$ cat config.mk
export PLATFORM = sky130hd
export DESIGN_NAME = wb_pipe_stage
export DESIGN_NICKNAME = d
export VERILOG_FILES = /design/src/rtl/wb_pipe_stage_pkg.sv /design/src/rtl/wb_entry_reg.sv /design/src/rtl/wb_pipe_stage.sv
export SDC_FILE = /design/constraint.sdc
export NUM_CORES = 1
export LEC_CHECK = 0
export ABC_AREA = 1
export BUFFER_PORTS_ARGS = -buffer_cell sky130_fd_sc_hd__buf_2
export CAP_MARGIN = 25
export CORE_MARGIN = 2
export CORE_UTILIZATION = 45
export CTS_BUF_LIST = sky130_fd_sc_hd__clkbuf_8
export DETAILED_ROUTE_END_ITERATION = 8
export GPL_TIMING_DRIVEN = 1
export PLACE_DENSITY = 0.69
export SLEW_MARGIN = 15
export SYNTH_ARGS = -nofsm -noshare
export SYNTH_HDL_FRONTEND = slang
export SYNTH_SLANG_ARGS = --single-unit
$ cat constraint.sdc
create_clock -name clk -period 4.5 [get_ports clk]
set_input_delay 0.225 -clock clk [delete_from_list [all_inputs] [get_ports clk]]
set_output_delay 0.225 -clock clk [all_outputs]
set_load 0.01 [all_outputs]
$ cat src/rtl/wb_pipe_stage_pkg.sv
// rtl/wb_pipe_stage_pkg.sv - shared control-bit indices, state encoding and default widths for the MEM->WB stage
package wb_pipe_stage_pkg;

    localparam int CTRL_REG_WRITE  = 0;
    localparam int CTRL_MEM_TO_REG = 1;

    localparam int DEF_DATA_W = 32;
    localparam int DEF_RD_W   = 4;

    typedef enum logic [1:0] {
        EMPTY = 2'd0,
        ONE   = 2'd1,
        FULL  = 2'd2
    } wb_state_t;

endpackage

$ cat src/rtl/wb_entry_reg.sv
// rtl/wb_entry_reg.sv - one pipeline entry (ctrl/mem_data/alu_result/rd) with load and clear
module wb_entry_reg import wb_pipe_stage_pkg::*; #(
    parameter int CTRL_W = 2,
    parameter int DATA_W = DEF_DATA_W,
    parameter int RD_W   = DEF_RD_W
) (
    input  logic              clk,
    input  logic              reset,
    input  logic              i_load,
    input  logic              i_clear,
    input  logic [CTRL_W-1:0] i_ctrl,
    input  logic [DATA_W-1:0] i_mem_data,
    input  logic [DATA_W-1:0] i_alu_result,
    input  logic [RD_W-1:0]   i_rd,
    output logic [CTRL_W-1:0] o_ctrl,
    output logic [DATA_W-1:0] o_mem_data,
    output logic [DATA_W-1:0] o_alu_result,
    output logic [RD_W-1:0]   o_rd
);

    logic [CTRL_W-1:0] r_ctrl;
    logic [DATA_W-1:0] r_mem_data;
    logic [DATA_W-1:0] r_alu_result;
    logic [RD_W-1:0]   r_rd;

    // Clear wins over load so an emptied slot always reads as a bubble.
    always_ff @(posedge clk or posedge reset) begin
        if (reset) begin
            r_ctrl       <= '0;
            r_mem_data   <= '0;
            r_alu_result <= '0;
            r_rd         <= '0;
        end else if (i_clear) begin
            r_ctrl       <= '0;
            r_mem_data   <= '0;
            r_alu_result <= '0;
            r_rd         <= '0;
        end else if (i_load) begin
            r_ctrl       <= i_ctrl;
            r_mem_data   <= i_mem_data;
            r_alu_result <= i_alu_result;
            r_rd         <= i_rd;
        end
    end

    assign o_ctrl       = r_ctrl;
    assign o_mem_data   = r_mem_data;
    assign o_alu_result = r_alu_result;
    assign o_rd         = r_rd;

endmodule

$ cat src/rtl/wb_pipe_stage.sv
// rtl/wb_pipe_stage.sv - MEM->WB pipeline stage with valid/ready handshake, optional skid entry and flush
module wb_pipe_stage import wb_pipe_stage_pkg::*; #(
    parameter int CTRL_W = 2,
    parameter int DATA_W = DEF_DATA_W,
    parameter int RD_W   = DEF_RD_W,
    parameter int SKID   = 1
) (
    input  logic              clk,
    input  logic              reset,
    input  logic              flush,
    input  logic              in_valid,
    output logic              in_ready,
    input  logic [CTRL_W-1:0] in_ctrl,
    input  logic [DATA_W-1:0] in_mem_data,
    input  logic [DATA_W-1:0] in_alu_result,
    input  logic [RD_W-1:0]   in_rd,
    output logic              out_valid,
    input  logic              out_ready,
    output logic [CTRL_W-1:0] out_ctrl,
    output logic [DATA_W-1:0] out_mem_data,
    output logic [DATA_W-1:0] out_alu_result,
    output logic [RD_W-1:0]   out_rd,
    output logic              out_reg_write_enable,
    output logic [1:0]        occupancy
);

    wb_state_t r_state;
    wb_state_t w_state_nxt;

    logic w_in_xfer;
    logic w_out_xfer;
    logic w_main_load;
    logic w_main_clear;
    logic w_main_from_skid;
    logic w_skid_load;
    logic w_skid_clear;

    logic [CTRL_W-1:0] w_skid_ctrl;
    logic [DATA_W-1:0] w_skid_mem_data;
    logic [DATA_W-1:0] w_skid_alu_result;
    logic [RD_W-1:0]   w_skid_rd;

    logic [CTRL_W-1:0] w_main_d_ctrl;
    logic [DATA_W-1:0] w_main_d_mem_data;
    logic [DATA_W-1:0] w_main_d_alu_result;
    logic [RD_W-1:0]   w_main_d_rd;

    assign w_in_xfer  = in_valid & in_ready;
    assign w_out_xfer = out_valid & out_ready;

    always_ff @(posedge clk or posedge reset) begin
        if (reset) begin
            r_state <= EMPTY;
        end else begin
            r_state <= w_state_nxt;
        end
    end

    always_comb begin
        w_state_nxt      = r_state;
        w_main_load      = 1'b0;
        w_main_clear     = 1'b0;
        w_main_from_skid = 1'b0;
        w_skid_load      = 1'b0;
        w_skid_clear     = 1'b0;
        if (flush) begin
            w_state_nxt  = EMPTY;
            w_main_clear = 1'b1;
            w_skid_clear = 1'b1;
        end else begin
            case (r_state)
                EMPTY: begin
                    if (w_in_xfer) begin
                        w_state_nxt = ONE;
                        w_main_load = 1'b1;
                    end
                end
                ONE: begin
                    if (w_in_xfer && w_out_xfer) begin
                        w_main_load = 1'b1;
                    end else if (w_in_xfer && (SKID != 0)) begin
                        w_state_nxt = FULL;
                        w_skid_load = 1'b1;
                    end else if (w_out_xfer) begin
                        w_state_nxt  = EMPTY;
                        w_main_clear = 1'b1;
                    end
                end
                FULL: begin
                    if (w_out_xfer) begin
                        w_state_nxt      = ONE;
                        w_main_load      = 1'b1;
                        w_main_from_skid = 1'b1;
                        w_skid_clear     = 1'b1;
                    end
                end
                default: begin
                    w_state_nxt  = EMPTY;
                    w_main_clear = 1'b1;
                    w_skid_clear = 1'b1;
                end
            endcase
        end
    end

    // Head refills from the skid slot when draining FULL, otherwise straight from MEM.
    assign w_main_d_ctrl       = w_main_from_skid ? w_skid_ctrl       : in_ctrl;
    assign w_main_d_mem_data   = w_main_from_skid ? w_skid_mem_data   : in_mem_data;
    assign w_main_d_alu_result = w_main_from_skid ? w_skid_alu_result : in_alu_result;
    assign w_main_d_rd         = w_main_from_skid ? w_skid_rd         : in_rd;

    wb_entry_reg #(
        .CTRL_W (CTRL_W),
        .DATA_W (DATA_W),
        .RD_W   (RD_W)
    ) u_main (
        .clk          (clk),
        .reset        (reset),
        .i_load       (w_main_load),
        .i_clear      (w_main_clear),
        .i_ctrl       (w_main_d_ctrl),
        .i_mem_data   (w_main_d_mem_data),
        .i_alu_result (w_main_d_alu_result),
        .i_rd         (w_main_d_rd),
        .o_ctrl       (out_ctrl),
        .o_mem_data   (out_mem_data),
        .o_alu_result (out_alu_result),
        .o_rd         (out_rd)
    );

    generate
        if (SKID != 0) begin : g_skid
            wb_entry_reg #(
                .CTRL_W (CTRL_W),
                .DATA_W (DATA_W),
                .RD_W   (RD_W)
            ) u_skid (
                .clk          (clk),
                .reset        (reset),
                .i_load       (w_skid_load),
                .i_clear      (w_skid_clear),
                .i_ctrl       (in_ctrl),
                .i_mem_data   (in_mem_data),
                .i_alu_result (in_alu_result),
                .i_rd         (in_rd),
                .o_ctrl       (w_skid_ctrl),
                .o_mem_data   (w_skid_mem_data),
                .o_alu_result (w_skid_alu_result),
                .o_rd         (w_skid_rd)
            );
            // Ready comes from registered state only, cutting the path from out_ready.
            assign in_ready = (r_state != FULL) & ~flush;
        end else begin : g_no_skid
            logic w_unused_skid;
            assign w_unused_skid     = w_skid_load | w_skid_clear;
            assign w_skid_ctrl       = '0;
            assign w_skid_mem_data   = '0;
            assign w_skid_alu_result = '0;
            assign w_skid_rd         = '0;
            assign in_ready          = (~out_valid | out_ready) & ~flush;
        end
    endgenerate

    assign out_valid            = (r_state != EMPTY);
    assign out_reg_write_enable = out_valid & out_ctrl[CTRL_REG_WRITE];
    assign occupancy            = r_state;

endmodule

Yosys cells after proc, flatten, opt, wreduce, memory -nomap -nowiden
Index checks and enable logic that the tools add are counted.

storage, ports and cells
  bits in registers = 142
  output and inout port bits = 75
  logic and storage cells = 72
  input bits = 75

operators by class
  eq/ne operators = 7
  reduce and logical (&&, ||, !) cells = 8
  multiplexer cells = 43
  bitwise logic cells = 5

operators by type and width
  kind                                                                    count
  32-bit two-way mux                                                      10
  2-bit two-way mux                                                       11
  4-bit two-way mux                                                       5
  1-bit two-way mux                                                       13
  3-bit != test (second input constant)                                   3
  2-bit one-hot mux with 3 select lines                                   1
  2-bit nonzero test                                                      3
  1-bit bitwise AND                                                       4
  4-bit != test (second input constant)                                   1
  1-bit one-hot mux with 2 select lines                                   2
  4-bit AND reduction                                                     1
  2-bit OR reduction                                                      2
  1-bit one-hot mux with 3 select lines                                   1
  2-bit by 1-bit equality test with 1-bit output (second input constant)  1
  2-bit equality test (second input constant)                             1
  2-bit zero test                                                         1
  2-bit != test (second input constant)                                   1
  1-bit logical AND                                                       1
  1-bit inverter                                                          1

Longest topological paths before layout
Gate-level depths: netlist (run 1).

  word-level depth = 9
  gate-level depth with buffers = 11
  gate-level depth less buffers = 9

Cells and area by module
From an unflattened synthesis (run 1), not the netlist that was laid out.

second synthesis, totals
  cells, all modules = 878
  area, all modules = 7176.9 µm²

by module, submodules not included
  module         cells an instance  sequential area each (µm²)  instances  area each (µm²)
  wb_entry_reg   305                1751.7                      2          2887.8
  wb_pipe_stage  268                50.0                        1          1401.3

Worst setup path before layout (run 1)
OpenSTA, ideal clock, no wires.

  path type = register to register
  from = register r_state[0] (netlist: occupancy[0])
  to = register u_main.r_alu_result[10] (netlist: u_main.o_alu_result[10])
  arrival = 1370 ps
  stages on the path, launching flop included = 12
  buffers on the path = 3
  slack = 3012 ps
  setup time = 118 ps
  clock period less this slack = 1488 ps
  cell sequence = dfrtp_1 > buf_4 > inv_2 > nand2_2 > inv_2 > nand3_2 > buf_6 > buf_2 > nand2_1 > o21ai_0 > nand2_1 > nand2_1

between the ends
  cells in the longest elaborated chain, start to end = 8
  elaborated cells on any way between the ends = 25
  classes of those cells = eq/ne: 3; mux: 14; bitwise: 3; reduce/logical: 5

RTL lines
  element                                                              RTL line                                                       source
  from (decl)                                                          wb_pipe_stage.sv:27                                            wb_state_t r_state;
  from (signal assigned)                                               wb_pipe_stage.sv:55                                            r_state <= w_state_nxt;
  2-bit != test / 2-bit nonzero test (equally long branches)           wb_pipe_stage.sv:152, wb_pipe_stage.sv:164
  1-bit bitwise AND (on tied branches)                                 wb_pipe_stage.sv:152, wb_pipe_stage.sv:49
  1-bit bitwise AND / 1-bit two-way mux (equally long branches)        wb_pipe_stage.sv:48, wb_pipe_stage.sv:84, wb_pipe_stage.sv:90
  1-bit two-way mux, or another cell as far along                      wb_pipe_stage.sv:81                                            end else if (w_in_xfer && (SKID != 0)) begin
  1-bit two-way mux (on tied branches)                                 wb_pipe_stage.sv:79, wb_pipe_stage.sv:66
  1-bit one-hot mux with 2 select lines, or another cell as far along  wb_pipe_stage.sv:71                                            case (r_state)
  1-bit two-way mux / 32-bit two-way mux (equally long branches)       wb_pipe_stage.sv:66, wb_entry_reg.sv:38
  32-bit two-way mux / 2-bit nonzero test (equally long branches)      -
  to (signal assigned)                                                 wb_entry_reg.sv:41                                             r_alu_result <= i_alu_result;
  to (decl)                                                            wb_entry_reg.sv:23                                             logic [DATA_W-1:0] r_alu_result;

Parallel ways exist; a longest one is shown, timed or not. The select of a mux whose other input is x is not followed.
A chain may end at the register's enable or synchronous reset.

Final worst setup path (run 1)
  from = register r_state[0] (netlist: occupancy[0])
  to = register u_main.r_mem_data[17] (netlist: u_main.o_mem_data[17])

between the ends
  cells in the longest elaborated chain, start to end = 8
  elaborated cells on any way between the ends = 25
  classes of those cells = eq/ne: 3; mux: 14; bitwise: 3; reduce/logical: 5

RTL lines
  element                                                              RTL line                                                       source
  2-bit != test / 2-bit nonzero test (equally long branches)           wb_pipe_stage.sv:152, wb_pipe_stage.sv:164
  1-bit bitwise AND (on tied branches)                                 wb_pipe_stage.sv:152, wb_pipe_stage.sv:49
  1-bit bitwise AND / 1-bit two-way mux (equally long branches)        wb_pipe_stage.sv:48, wb_pipe_stage.sv:84, wb_pipe_stage.sv:90
  1-bit two-way mux, or another cell as far along                      wb_pipe_stage.sv:81
  1-bit two-way mux (on tied branches)                                 wb_pipe_stage.sv:79, wb_pipe_stage.sv:66
  1-bit one-hot mux with 2 select lines, or another cell as far along  wb_pipe_stage.sv:71
  1-bit two-way mux / 32-bit two-way mux (equally long branches)       wb_pipe_stage.sv:66, wb_entry_reg.sv:38
  32-bit two-way mux / 2-bit nonzero test (equally long branches)      -
  to (signal assigned)                                                 wb_entry_reg.sv:40                                             r_mem_data <= i_mem_data;
  to (decl)                                                            wb_entry_reg.sv:22                                             logic [DATA_W-1:0] r_mem_data;

Parallel ways exist; a longest one is shown, timed or not. The select of a mux whose other input is x is not followed.

==> impl_metrics.ini, run 1 <==
[status]
outcome = finished, final reports clean

[pwr]
power.density_nw_per_um2 = 374
p_leak_nw = 4.43
ir_drop_uv = 215

[synthesis]
synth_area_per_cell_um2 = 8.10
syn_inst = 798
synth_top_area_share = 0.550
synth_warnings = 0
post_synth_num_cell_types = 20
synthTopCellsByArea = dfrtp_1 (55%), nand2_1 (17%), o21ai_0 (7.9%)
netlist_area_um2 = 6460
seq_area_frac_synth = 0.550
synth_nets = 873
yosys_register_bits = 142
synth_largest_area_cell = dfrtp_1

[clock_tree]
post_cts_buffers = 0
cts_resized = 0
cts_root_buffer = clkbuf_8
h-tree-depth = 4
clock_latency_ns = 0.45
cts_tree = yes
cts_buffers = 17
clock-sinks = 142
cts.path.max_buffers = 2
clkTransAtPathRegs_ns = 0.08

[setup_path]
critical_path_arrival_ns = 2.78
required_ns = 4.83
path_max_fanout = 83
cp-startpoint = occupancy[0]
worst_r2r_endpoint = u_main.o_mem_data[17]
reg2reg_setup_slack_ns = 2.05
critPathKind = register to register
r2r_start = occupancy[0]
worstSetupEndpointType = register
critPathLaunchType = register
r2r_cells = 9
crit_end = u_main.o_mem_data[17]

[timing]
tightest_slew_ns = 0.965
final-hold-violation-count = 0
period_share = 0.544
finalSetupViolations = 0
fmax_ghz = 0.409
rsz0062_at_grt = no
period_needed_ns = 2.45
slew-limit-headroom = 0.357
final_max_slew_viol_count = 0
skew_ns = 0.00726
fin_tns_setup_ns = 0

[routing]
dr.pass1.iters = 5
routed_via_density = 5.02
drt_iter0_drc = 356
ant_nets = 0
wirelength_um = 16800
wl_per_cell_um = 14.4
via_count = 5853
drc_errors = 0

[place]
gp_congestion = 0.807
dpl_cell_area_um2 = 7270
port-buffer-count = 149
dpl.hpwl_um = 9710

[final_layout]
final_cell_area_um2 = 8420
drive_gt1_frac = 0.204
syn2layout_area_growth_pct = 30.2
utilization = 0.604
n_antenna_cell = 0
layout.nets = 1049

[grt]
met2_usage = 0.362
use_met1 = 0.320
grtUsageTotal = 0.230
antenna_found_initial = 0
grt.busiest_layer = met2
met3_usage = 0.0513
grt-ovfl-total = 0
grt_pass1_wl_um = 27200
grt_max_degree = 108
grt_pass1_vias = 5403

[worst_hold_path]
hold_path_class = input port to register

[floorplanning]
pin_count = 150
initial_core_util = 0.464
die_area_um2 = 15300
rows = 43
dieHeight_um = 124
die_w_um = 124
core_area_um2 = 13900

[job]
maxCapViolCount = 0
layout make-up:
type | instances | area, um^2
Timing Repair Buffer | 216 | 1430
Clock buffer | 20 | 275
Tap cell | 180 | 225
Multi-Input combinational cell | 519 | 2370
Clock inverter | 12 | 262
Inverter | 78 | 298
Fill cell | 1245 | 5520
Sequential cell | 142 | 3550
metrics by stage:
stage                     instances  power (mW)  setup slack, ns  hold WS [ns]
after floorplan                 798        1.62            0.465         0.346
after global placement         1075        1.77             2.13         0.446
after detailed placement       1076        1.78             2.07         0.452
after CTS                      1165        3.17             2.05      0.000394
after global routing           1167        3.28             1.74        0.0123
final                          1167        3.15             2.05        0.0215
power by group:
group	switching (mW)	internal [mW]	total, mW
clock network	0.481	0.868	1.35
logic	0.261	0.157	0.418
registers	0.0363	1.34	1.38
state kept, by name (all words and copies together), names as in the netlist:
name                        count
occupancy                       2
g_skid.u_skid.o_mem_data       32
u_main.o_rd                     4
g_skid.u_skid.o_ctrl            2
u_main.o_mem_data              32
g_skid.u_skid.o_alu_result     32
u_main.o_ctrl                   2
g_skid.u_skid.o_rd              4
u_main.o_alu_result            32
logic make-up after synthesis:
logic type             count (synthesis)  synth area share
AO/OA/AOI/OAI                        143             0.112
buffers and inverters                137            0.0896
flip-flops                           142             0.550
AND/OR/NAND/NOR                      376             0.249
synth_stat cells, drive strengths merged:
master,n
nand2,295
dfrtp,142
o21ai,141
inv,78
nand4,71
buf,33
clkbuf,26
nor2,6
nand3,4
a21oi,2
per-layer routing:
metal	up-vias	part of all wire
met5	-	0
met4	0	0.015
met2	157	0.46
met3	22	0.052
li1	2923	-
met1	2751	0.47
placed cells by master (no fill, tap or decap), types with 4 or more instances in the layout:
master,instances
nor2_1,5
nand2_1,294
dlygate4sd3_1,58
bufinv_16,8
buf_2,149
nand4_1,71
inv_1,74
o21ai_0,102
clkbuf_8,20
inv_2,4
buf_4,7
dfrtp_1,142
o21ai_1,38
how the worst min path moves through the flow:
stage	start	end	cells after the start
after floorplan	in_alu_result[0]	g_skid.u_skid.o_alu_result[0]	2
after global placement	in_mem_data[5]	g_skid.u_skid.o_mem_data[5]	3
after detailed placement	in_mem_data[17]	g_skid.u_skid.o_mem_data[17]	3
after CTS	in_alu_result[14]	g_skid.u_skid.o_alu_result[14]	3
after global routing	in_alu_result[14]	g_skid.u_skid.o_alu_result[14]	3
final	in_alu_result[28]	g_skid.u_skid.o_alu_result[28]	3
what timing repair did:
action,4_1_cts,5_1_grt
endpoints found under the setup margin,0,0
hold endpoints to repair,57,49
hold buffers,57,1
critical path: stages, from the launching register on:
cell and delay (ns):
dfrtp_1 0.50, inv_2 0.12, nand2_2 0.07, inv_2 0.11, nand3_4 0.59, buf_4 0.56, nand2_1 0.11, o21ai_1 0.06
nand2_1 0.09, nand2_1 0.06
(Power assumes the default switching activity.)
==> run 2: changes to the inputs <==
--- a/config.mk
+++ b/config.mk
@@ -5,7 +5,7 @@
 export SDC_FILE = /design/constraint.sdc
 export NUM_CORES = 1
 export LEC_CHECK = 0
-export ABC_AREA = 1
+export ABC_AREA = 0
 export BUFFER_PORTS_ARGS = -buffer_cell sky130_fd_sc_hd__buf_2
 export CAP_MARGIN = 25
 export CORE_MARGIN = 2
==> constraint.sdc (replaced) <==
create_clock -name clk -period 2.28 [get_ports clk]
set_input_delay 0.114 -clock clk [delete_from_list [all_inputs] [get_ports clk]]
set_output_delay 0.114 -clock clk [all_outputs]
set_load 0.01 [all_outputs]
==> run 2 against run 1 <==
  * Global-route usage fell by 1.7 points
  * Die area is 7.2% lower
  * Worst hold slack better by 0.062 ns
  * Via count down 21%
  * Power up 91%
  * Cell count down 24%
  * Synthesized cell count shrank 39%
  * Clock power up 85%
  * Critical path depth fell by 4
  * First-iteration DRC count increased by 5.9%
  * Design area shrank 4.5%
  * Clock skew is 0.0020 ns higher
  * Largest cell class unchanged
  * Largest power group unchanged
==> impl_metrics.ini, run 2 <==
[grt]
grt_pass1_vias = 4788
grt_max_degree = 143
grt-ovfl-total = 0
grt_pass1_wl_um = 24000
grtUsageTotal = 0.214
antenna_found_initial = 0

[floorplanning]
pin_count = 150
dieHeight_um = 119
rows = 42
initial_core_util = 0.455
core_area_um2 = 13100
die_area_um2 = 14200
die_w_um = 119

[setup_path]
critPathKind = register to register
critical_path_arrival_ns = 2.15
r2r_start = occupancy[1]
r2r_cells = 5
slowest_delay_ns = 0.48
path_max_fanout = 31
required_ns = 2.60
cp_top_family = simple AND/OR/NAND/NOR gates
reg2reg_setup_slack_ns = 0.44
worst_r2r_endpoint = u_main.o_mem_data[26]
worstSetupEndpointType = register
worstPathCellList = or2b_4, nor2_8, buf_12, mux2i_1, o21ai_1
path_buf_inv = 1
crit_slowest_cell = dfrtp_1
critPathLaunchType = register

[clock_tree]
cts_root_buffer = clkbuf_8
post_cts_buffers = 0
holdBufCountCts = 72
h-tree-depth = 4
clkTransAtPathRegs_ns = 0.08
cts_tree = yes
cts_buffers = 17
clock_latency_ns = 0.44
clock-sinks = 142
cts_resized = 0
cts.path.max_buffers = 2

[final_layout]
syn2layout_area_growth_pct = 34.3
fillerInstances = 1055
layout.nets = 774
drive_gt1_frac = 0.282
final_common_cell = buf_2
multiInputGateArea_um2 = 2150
final_cell_area_um2 = 8040
utilization = 0.612
n_antenna_cell = 0
layout_common_cells = buf_2 (149), dfrtp_1 (142), dlygate4sd3_1 (72)
seq_area_um2 = 3550

[routing]
wirelength_um = 14600
wl_per_cell_um = 16.4
drt_iter0_drc = 377
dr.pass1.iters = 4
ant_nets = 0
routed_via_density = 5.22
via_count = 4635
drc_errors = 0

[synthesis]
ys.flop_type = dfrtp_1
synth_xor_area_frac = 0.00146
yosys_register_bits = 142
post_synth_num_cell_types = 28
ys_async_sr_fraction = 1.00
syn_inst = 485
synth_largest_area_cell = dfrtp_1
synth_area_per_cell_um2 = 12.3
synthTopCellsByArea = dfrtp_1 (59%), mux2i_1 (12%), a22o_1 (10%)
synth_compound_area_frac = 0.173
yosys.area_share.simple = 0.0625
synth_mux_area_frac = 0.119
synth_nets = 560
netlist_area_um2 = 5980
synthAdderAreaFrac = 0
yosysMostFrequentCell = dfrtp_1
synth_top_area_share = 0.594
yosys-top-cells-count = dfrtp_1 (142), mux2i_1 (71), nand2_1 (71)
synth_warnings = 0
synth_top_family_by_area = compound AO/OA/AOI/OAI gates
synth-edff-count = 0
seq_area_frac_synth = 0.594

[timing]
rsz0062_at_grt = no
fmax_ghz = 0.544
tightest_slew_ns = 0.800
finalSetupViolations = 0
final_max_slew_viol_count = 0
fin_tns_setup_ns = 0
period_share = 0.807
final-hold-violation-count = 0
skew_ns = 0.00921
slew-limit-headroom = 0.467
period_needed_ns = 1.84

[status]
outcome = finished, final reports clean

[pwr]
p_leak_nw = 3.81
ir_drop_uv = 415
power.density_nw_per_um2 = 746

[place]
port-buffer-count = 149
gp_congestion = 0.765
dpl_cell_area_um2 = 6810
dpl.hpwl_um = 8510

[worst_hold_path]
whs_endpoint = occupancy[0]
min-delay-start = out_ready
hold_path_class = input port to register
whs_path_depth = 4

[job]
maxCapViolCount = 0
==> run 2: changes by cell type in the layout (fill, tap and decap cells not counted), moves of 32 or more <==
cell | previous run | this run
o21ai_1 | 38 | 70
nand2_1 | 294 | 71
mux2i_1 | 0 | 71
inv_1 | 74 | 0
o21ai_0 | 102 | 1
a22o_1 | 0 | 70
nand4_1 | 71 | 0
==> run 2: kinds of logic after synthesis <==
| family | Yosys count |
|---|---|
| XOR/XNOR | 1 |
| AO/OA/AOI/OAI | 146 |
| AND/OR/NAND/NOR | 87 |
| multiplexers | 71 |
| buffers and inverters | 38 |
| flip-flops | 142 |
==> run 2: how the worst max path moves through the flow <==
stage	slack (ns)	end	cells past startpoint	start
2_1_floorplan	0.39	g_skid.u_skid.o_alu_result[0]	1	reset
3_3_place_gp	0.52	u_main.o_mem_data[30]	5	occupancy[1]
3_5_place_dp	0.42	u_main.o_mem_data[26]	5	occupancy[1]
4_1_cts	0.42	u_main.o_mem_data[26]	5	occupancy[1]
5_1_grt	0.30	u_main.o_mem_data[26]	5	occupancy[1]
6_report	0.44	u_main.o_mem_data[26]	5	occupancy[1]
==> run 2: cell type report <==
| cell class | count | share of cell area |
|---|---|---|
| Tap cell | 176 | 0.0274 |
| Inverter | 1 | 0.000934 |
| Multi-Input combinational cell | 305 | 0.267 |
| Timing Repair Buffer | 232 | 0.199 |
| Clock inverter | 10 | 0.0255 |
| Clock buffer | 22 | 0.0377 |
| Sequential cell | 142 | 0.442 |
==> run 2: per-layer routing <==
layer	share of wire	up-vias	global-route usage
met3	0.044	8	0.0551
met2	0.50	119	0.356
met4	0.0073	0	0.0647
met5	0	-	0
li1	-	2165	-
met1	0.44	2343	0.275
==> run 2: through the flow <==
| stage | total power [mW] | setup WS [ns] | hold WS (ns) | cells |
|---|---|---|---|---|
| detailed placement | 3.45 | 0.423 | 0.356 | 784 |
| floorplan | 3.16 | 0.389 | 0.254 | 485 |
| finish | 5.99 | 0.440 | 0.0834 | 888 |
| global placement | 3.43 | 0.522 | 0.354 | 784 |
| global route | 6.24 | 0.297 | 0.0966 | 888 |
| CTS | 6.06 | 0.415 | 0.0342 | 888 |
==> run 2: power breakdown <==
| group | internal (mW) | switching, mW | total [mW] |
|---|---|---|---|
| Sequential | 2.66 | 0.0783 | 2.74 |
| Clock | 1.56 | 0.940 | 2.50 |
| Combinational | 0.339 | 0.422 | 0.760 |
==> run 2: worst reg2reg max path, delay by kind of cell (launching register included) <==
family                 cells  cell delay [ns]
DFF                        1             0.48
and+or+nand+nor            2             0.60
AOI/OAI and AO/OA          1             0.09
buffers and inverters      1             0.27
muxes                      1             0.29
